## src/rtl/button_ctrl.sv

```systemverilog
// Push-button front end: two-flop synchroniser, debounce on a shared sample tick,
// press/auto-repeat event generation and lowest-index-first event serialisation.
module button_ctrl #(
    parameter int NUM_BTN      = 4,
    parameter int TICK_MAX     = 249_999,
    parameter int HOLD_TICKS   = 50,
    parameter int REPEAT_TICKS = 10
) (
    input  logic               clk_25M,
    input  logic               reset,
    input  logic [NUM_BTN-1:0] btn_in,
    output logic [NUM_BTN-1:0] btn_state,
    output logic               evt_valid,
    output logic [2:0]         evt_id,
    output logic               evt_repeat,
    output logic               tick
);

    localparam int TW = (TICK_MAX > 0) ? $clog2(TICK_MAX + 1) : 1;
    localparam int HW = $clog2(HOLD_TICKS + 1);
    localparam logic [TW-1:0] TICK_LAST   = TW'(TICK_MAX);
    localparam logic [HW-1:0] HOLD_PRE    = HW'(HOLD_TICKS - 1);
    localparam logic [HW-1:0] HOLD_RELOAD = HW'(HOLD_TICKS - REPEAT_TICKS);

    logic [TW-1:0]      tick_cnt_q, tick_cnt_d;
    logic               tick_q, tick_d;
    logic [NUM_BTN-1:0] sync1_q, sync2_q;
    logic [NUM_BTN-1:0] samp_q, samp_d;
    logic [NUM_BTN-1:0] state_q, state_d;
    logic [HW-1:0]      hold_cnt_q [NUM_BTN];
    logic [HW-1:0]      hold_cnt_d [NUM_BTN];
    logic [NUM_BTN-1:0] pend_q, pend_d;
    logic [NUM_BTN-1:0] rep_q, rep_d;
    logic [NUM_BTN-1:0] pend_set, pend_clr;
    logic               evt_valid_q, evt_valid_d;
    logic [2:0]         evt_id_q, evt_id_d;
    logic               evt_rep_q, evt_rep_d;
    logic               arb_found;

    // tick_q is registered so it is high exactly while the counter holds TICK_MAX
    always_comb begin
        tick_cnt_d = (tick_cnt_q == TICK_LAST) ? '0 : tick_cnt_q + TW'(1);
        tick_d     = (tick_cnt_d == TICK_LAST);
    end

    always_comb begin
        samp_d     = samp_q;
        state_d    = state_q;
        hold_cnt_d = hold_cnt_q;
        rep_d      = rep_q;
        pend_set   = '0;
        if (tick_q) begin
            for (int i = 0; i < NUM_BTN; i++) begin
                samp_d[i] = sync2_q[i];
                if (samp_q[i] == sync2_q[i] && sync2_q[i] != state_q[i]) begin
                    state_d[i]    = sync2_q[i];
                    hold_cnt_d[i] = '0;
                    if (sync2_q[i]) begin
                        pend_set[i] = 1'b1;
                        rep_d[i]    = 1'b0;
                    end
                end else if (state_q[i]) begin
                    if (hold_cnt_q[i] == HOLD_PRE) begin
                        pend_set[i]   = 1'b1;
                        rep_d[i]      = 1'b1;
                        hold_cnt_d[i] = HOLD_RELOAD;
                    end else begin
                        hold_cnt_d[i] = hold_cnt_q[i] + HW'(1);
                    end
                end
            end
        end
    end

    always_comb begin
        pend_clr    = '0;
        arb_found   = 1'b0;
        evt_valid_d = 1'b0;
        evt_id_d    = evt_id_q;
        evt_rep_d   = evt_rep_q;
        for (int i = 0; i < NUM_BTN; i++) begin
            if (!arb_found && pend_q[i]) begin
                arb_found   = 1'b1;
                evt_valid_d = 1'b1;
                evt_id_d    = 3'(i);
                evt_rep_d   = rep_q[i];
                pend_clr[i] = 1'b1;
            end
        end
        // a new set wins over a same-edge grant of the same bit
        pend_d = (pend_q & ~pend_clr) | pend_set;
    end

    always_ff @(posedge clk_25M or posedge reset) begin
        if (reset) begin
            tick_cnt_q  <= '0;
            tick_q      <= 1'b0;
            sync1_q     <= '0;
            sync2_q     <= '0;
            samp_q      <= '0;
            state_q     <= '0;
            pend_q      <= '0;
            rep_q       <= '0;
            evt_valid_q <= 1'b0;
            evt_id_q    <= '0;
            evt_rep_q   <= 1'b0;
            for (int i = 0; i < NUM_BTN; i++) hold_cnt_q[i] <= '0;
        end else begin
            tick_cnt_q  <= tick_cnt_d;
            tick_q      <= tick_d;
            sync1_q     <= btn_in;
            sync2_q     <= sync1_q;
            samp_q      <= samp_d;
            state_q     <= state_d;
            pend_q      <= pend_d;
            rep_q       <= rep_d;
            evt_valid_q <= evt_valid_d;
            evt_id_q    <= evt_id_d;
            evt_rep_q   <= evt_rep_d;
            hold_cnt_q  <= hold_cnt_d;
        end
    end

    assign btn_state  = state_q;
    assign evt_valid  = evt_valid_q;
    assign evt_id     = evt_id_q;
    assign evt_repeat = evt_rep_q;
    assign tick       = tick_q;

endmodule

```

## config.mk

```make
export PLATFORM = sky130hd
export DESIGN_NAME = button_ctrl
export DESIGN_NICKNAME = d
export VERILOG_FILES = /design/src/rtl/button_ctrl.sv
export SDC_FILE = /design/constraint.sdc
export NUM_CORES = 1
export LEC_CHECK = 0
export CAP_MARGIN = 20
export CORE_UTILIZATION = 45
export DETAILED_ROUTE_END_ITERATION = 7
export PLACE_DENSITY = 0.6
export SLEW_MARGIN = 20
export SYNTH_ARGS = -nofsm -noshare
export SYNTH_HDL_FRONTEND = slang
export SYNTH_SLANG_ARGS = --single-unit
```

## constraint.sdc

```tcl
create_clock -name clk_25M -period 5 [get_ports clk_25M]
set_input_delay 1 -clock clk_25M [delete_from_list [all_inputs] [get_ports clk_25M]]
set_output_delay 1 -clock clk_25M [all_outputs]
set_load 0.01 [all_outputs]
```

# [Yosys cells after proc, flatten, opt, wreduce, memory -nomap -nowiden]
# Cells that the tools add are included.
[totals] regBits=72 inputBits=6 word_cells=139
[classes] n_addsub=5 eq_ne=18 mux=61 bitwise_logic=3 reduce_logical=31
[op_table] op="$mux W6" count=12
[op_table] op="$mux W1" count=43
[op_table] op="$eq A18 B18 Y1 const B" count=2
[op_table] op="$add A6 B1 Y6 const B" count=4
[op_table] op="$eq A6 B6 Y1 const B" count=4
[op_table] op="$add A18 B1 Y18 const B" count=1
[op_table] op="$mux W18" count=1
[op_table] op="$reduce_and A2 Y1" count=8
[op_table] op="$reduce_and A4 Y1" count=4
[op_table] op="$reduce_bool A2 Y1" count=8
[op_table] op="$mux W3" count=4
[op_table] op="$ne A2 B2 Y1 const B" count=4
[op_table] op="$logic_and A1 B1 Y1" count=7
[op_table] op="$and A4 B4 Y4" count=1
[op_table] op="$eq A1 B1 Y1" count=4
[op_table] op="$mux W4" count=1
[op_table] op="$ne A1 B1 Y1" count=4
[op_table] op="$not A4 Y4" count=1
[op_table] op="$or A4 B4 Y4" count=1
[op_table] op="$reduce_bool A4 Y1" count=1
[op_table] op="$logic_not A1 Y1" count=3

# [Depth between registers and ports, before layout]
[logic_depth] ltp_word=13 ltp_mapped=7 mapped_depth_nobuf=7

# [Worst setup path before layout]
# OpenSTA, ideal clock, no wires.
[synth_timing] path_type="reg2reg" startpoint="reg tick_cnt_q[0]" endpoint="reg tick_q (netlist: tick)" arrival_time_ns=1.967 t_required_ns=4.904 setup_slack_ns=2.938 stages_incl_launch_ff=7 n_path_buf=0 path_cell_list="dfrtp_1 ha_1 and4_1 nand4_1 xnor2_1 or4_2 nor4_2"
[synth_between] elab_chain_cells=3
[synth_rtl] item="start, declared" line_no="25" rtl="logic [TW-1:0] tick_cnt_q, tick_cnt_d;"
[synth_rtl] item="start signal, assigned" line_no="109" rtl="tick_cnt_q <= tick_cnt_d;"
[synth_rtl] item="$add A18 B1 Y18 / $eq A18 B18 Y1 (equally long branches)" line_no="42" rtl="tick_cnt_d = (tick_cnt_q == TICK_LAST) ? '0 : tick_cnt_q + TW'(1);"
[synth_rtl] item="$mux W18 *" line_no="42"
[synth_rtl] item="$eq A18 B18 Y1 *" line_no="43" rtl="tick_d = (tick_cnt_d == TICK_LAST);"
[synth_rtl] item="net tick_d" line_no="26" rtl="logic tick_q, tick_d;"
[synth_rtl] item="end signal, assigned" line_no="110" rtl="tick_q <= tick_d;"
[synth_rtl] item="end, declared" line_no="26"
# The timed path passes the listed nets; every way through them passes the cells marked *.
# A chain may end at the register's enable or synchronous reset.

# [Worst setup path after layout]
[layout_timing] startpoint="reg tick_q (netlist: tick)" endpoint="out tick"
[layout_rtl] item="end, declared" line_no="16" rtl="output logic tick"
# No word-level cell between the ends.

==> impl_metrics.tcl <==
set metrics [dict create \
    cts.clk_slew.worst_paths_ns 0.07 \
    max_stage_delay_ns 0.61 \
    clock_latency_ns 0.34 \
    initial_core_util_pct 46.54 \
    cts_buffers 9 \
    holdBufCountCts 0 \
    worst-path-buf-inv 2 \
    post_cts_buffers 0 \
    synth.area.top_cells "dfrtp_1, nor2_1, a21oi_1" \
    synth-seq-cells 71 \
    drc_errors 0 \
    synthArstFlopShare_pct 100.0 \
    syn_avg_cell_area_um2 9.463 \
    p_leak_nw 1.698 \
    final_cell_area_um2 3995 \
    synth_area_leader_cell "dfrtp_1" \
    powerDensity_nw_per_um2 247.8 \
    port_buffers 14 \
    startpoint_type "flip-flop" \
    cts_tree "built" \
    peakVddDrop_uv 170.8 \
    synth_top_area_share_pct 49.15 \
    viasPerCell 5.277 \
    synthDistinctLibCells 54 \
    dp_cells 487 \
    cts-root-buf "clkbuf_8" \
    grt_pass1_wl_um 11490 \
    power_uw 990.2 \
    critical_path_class "reg2out" \
    netlist_instances 382 \
    syn_to_final_growth_pct 10.52 \
    placed_area_um2 3830 \
    dp.final_hpwl_um 4470 \
    status "finished clean" \
    cp.required_ns 4.00 \
    ctsResizeCount 0 \
    setup_viol 0 \
    cp_max_fo 35 \
    place_worst_setup_slack_ns 2.460 \
    die_w_um 91.63 \
    finish.utilization_pct 51.43 \
    synth-edff-count 0 \
    nets 411 \
    clock_sinks 71 \
    grt_pass1_vias 2633 \
    synthesis.nets 397 \
    worst_pin_slew_ns 0.7796 \
    groute.usage.overall_pct 17.14 \
    fp-row-count 32 \
    setup_slack_ns 2.408 \
    rsz0062_at_grt "false" \
    tns_ns 0 \
    crit_slowest_cell "clkdlybuf4s50_1" \
    hp-class "reg2reg" \
    ys_seq_area_share_pct 49.15 \
    finalHoldViolations 0 \
    layout_min_cycle_time_ns 2.592 \
    reg2reg_slack_ns 2.75 \
    wl_per_cell_um 12.73 \
    synth_top_flop_cell "dfrtp_1" \
    ys_warn_count 0 \
    firstDrtPassIters 4 \
    max_freq_mhz 385.9 \
    synthMuxAreaShare_pct 2.388 \
    antenna_found_initial 0 \
    maxCapViolations 0 \
    fillerInstances 733 \
    worstSetupEndpointType "primary output" \
    synthXorXnorAreaFrac_pct 3.877 \
    wirelength_um 6376 \
    synth_compound_area_share_pct 15.06 \
    syn_area_um2 3615 \
    clockBufferDepth 2 \
    worstPathArrival_ns 1.59 \
    final_cell_mix "dfrtp_1, nor2_1, a21oi_1, nand2_1, o21ai_0" \
    skew_ns 0.005419 \
    cp_top_family "buffers and inverters" \
    gp_congestion 0.8768 \
    antenna_cells 0 \
    period_share_pct 51.83 \
    die_h_um 91.63 \
    layout_commonest_cell "dfrtp_1" \
    antenna_left 0 \
    num_vias 2644 \
    final_cells 501 \
    cts_max_level 3 \
    hold-worst-slack_ns 0.3506 \
    die-area_um2 8395 \
    synth-simple-area-share_pct 22.36 \
    cp_cell_sequence "buf_4, clkdlybuf4s50_1" \
    maxSlewHeadroom_pct 47.55 \
    synthAdderAreaFrac_pct 3.115 \
    overflow 0 \
    drv_slew 0 \
    synth_top_family_by_area "simple AND/OR/NAND/NOR gates" \
    drive_above_1_share_pct 9.273 \
    core_area_um2 7767 \
    pin_count 16 \
    drtIter0Drc 89 \
    grt_max_degree 48 \
]
==> area by class of cell <==
| class | count | area (um^2) | share of cell area [%] |
|---|---|---|---|
| sequential | 71 | 1777 | 44.47 |
| inverter | 20 | 76.32 | 1.910 |
| timing repair buffer | 16 | 155.1 | 3.884 |
| clock buffer | 13 | 158.9 | 3.977 |
| tap | 102 | 127.6 | 3.194 |
| clock inverter | 1 | 5.005 | 0.1253 |
| multi-input combinational | 278 | 1695 | 42.44 |
==> metal layers <==
layer | global-route usage, % | vias up | wire length [um]
li1 | - | 1357 | -
met1 | 21.26 | 1243 | 3097
met2 | 28.13 | 31 | 2980
met3 | 4.312 | 13 | 183
met4 | 7.804 | 0 | 114
met5 | 0 | - | 0
==> registers in the layout, indices dropped and copies added (netlist names), 4 cells and up <==
signal and flops:
btn_state 4, hold_cnt_q 24, pend_q 4, rep_q 4, samp_q 4, sync1_q 4
sync2_q 4, tick_cnt_q 18
==> kinds of logic after synthesis <==
family | Yosys count
and+or+nand+nor | 153
DFF | 71
adders and majority gates | 9
AOI/OAI and AO/OA | 91
buffers and inverters | 33
muxes | 8
xor gates and xnor gates | 16
other | 1
==> synth_stat cells, drive strengths merged (2+ instances only) <==
master and number:
nand3 18, ha 9, buf 4, a21oi 29, nand4 5, o211ai 3
clkbuf 9, and4 6, and3 4, or4 2, or2 5, nor2 47
nand2b 12, dfrtp 71, a21boi 2, mux2i 3, nand2 27, a22o 4
or2b 3, a31o 2, o21a 2, xor2 9, a21o 3, a31oi 4
and2 2, o22ai 5, nand4b 2, nor2b 7, nor3 4, mux2 5
xnor2 7, inv 20, a211oi 2, nor4 5, o21ai 27, o31ai 4
==> path summary, 6_finish.rpt <==
| kind | startpoint | endpoint | depth (start not counted) |
|---|---|---|---|
| worst max-delay path | tick | tick | 2 |
| worst min-delay path | sync1_q[0] | sync2_q[0] | 0 |
| worst max register to register | tick_cnt_q[0] | tick | 6 |
| worst min register to register | sync1_q[0] | sync2_q[0] | 0 |
| max in group asynchronous | reset | samp_q[2] | 3 |
| min in group asynchronous | reset | hold_cnt_q[19] | 2 |
==> where the power goes <==
| group | internal (mW) | switching (mW) |
|---|---|---|
| logic | 0.00550 | 0.0126 |
| registers | 0.578 | 0.00330 |
| clock network | 0.201 | 0.190 |
| total | 0.784 | 0.206 |
(Power assumes the default switching activity.)
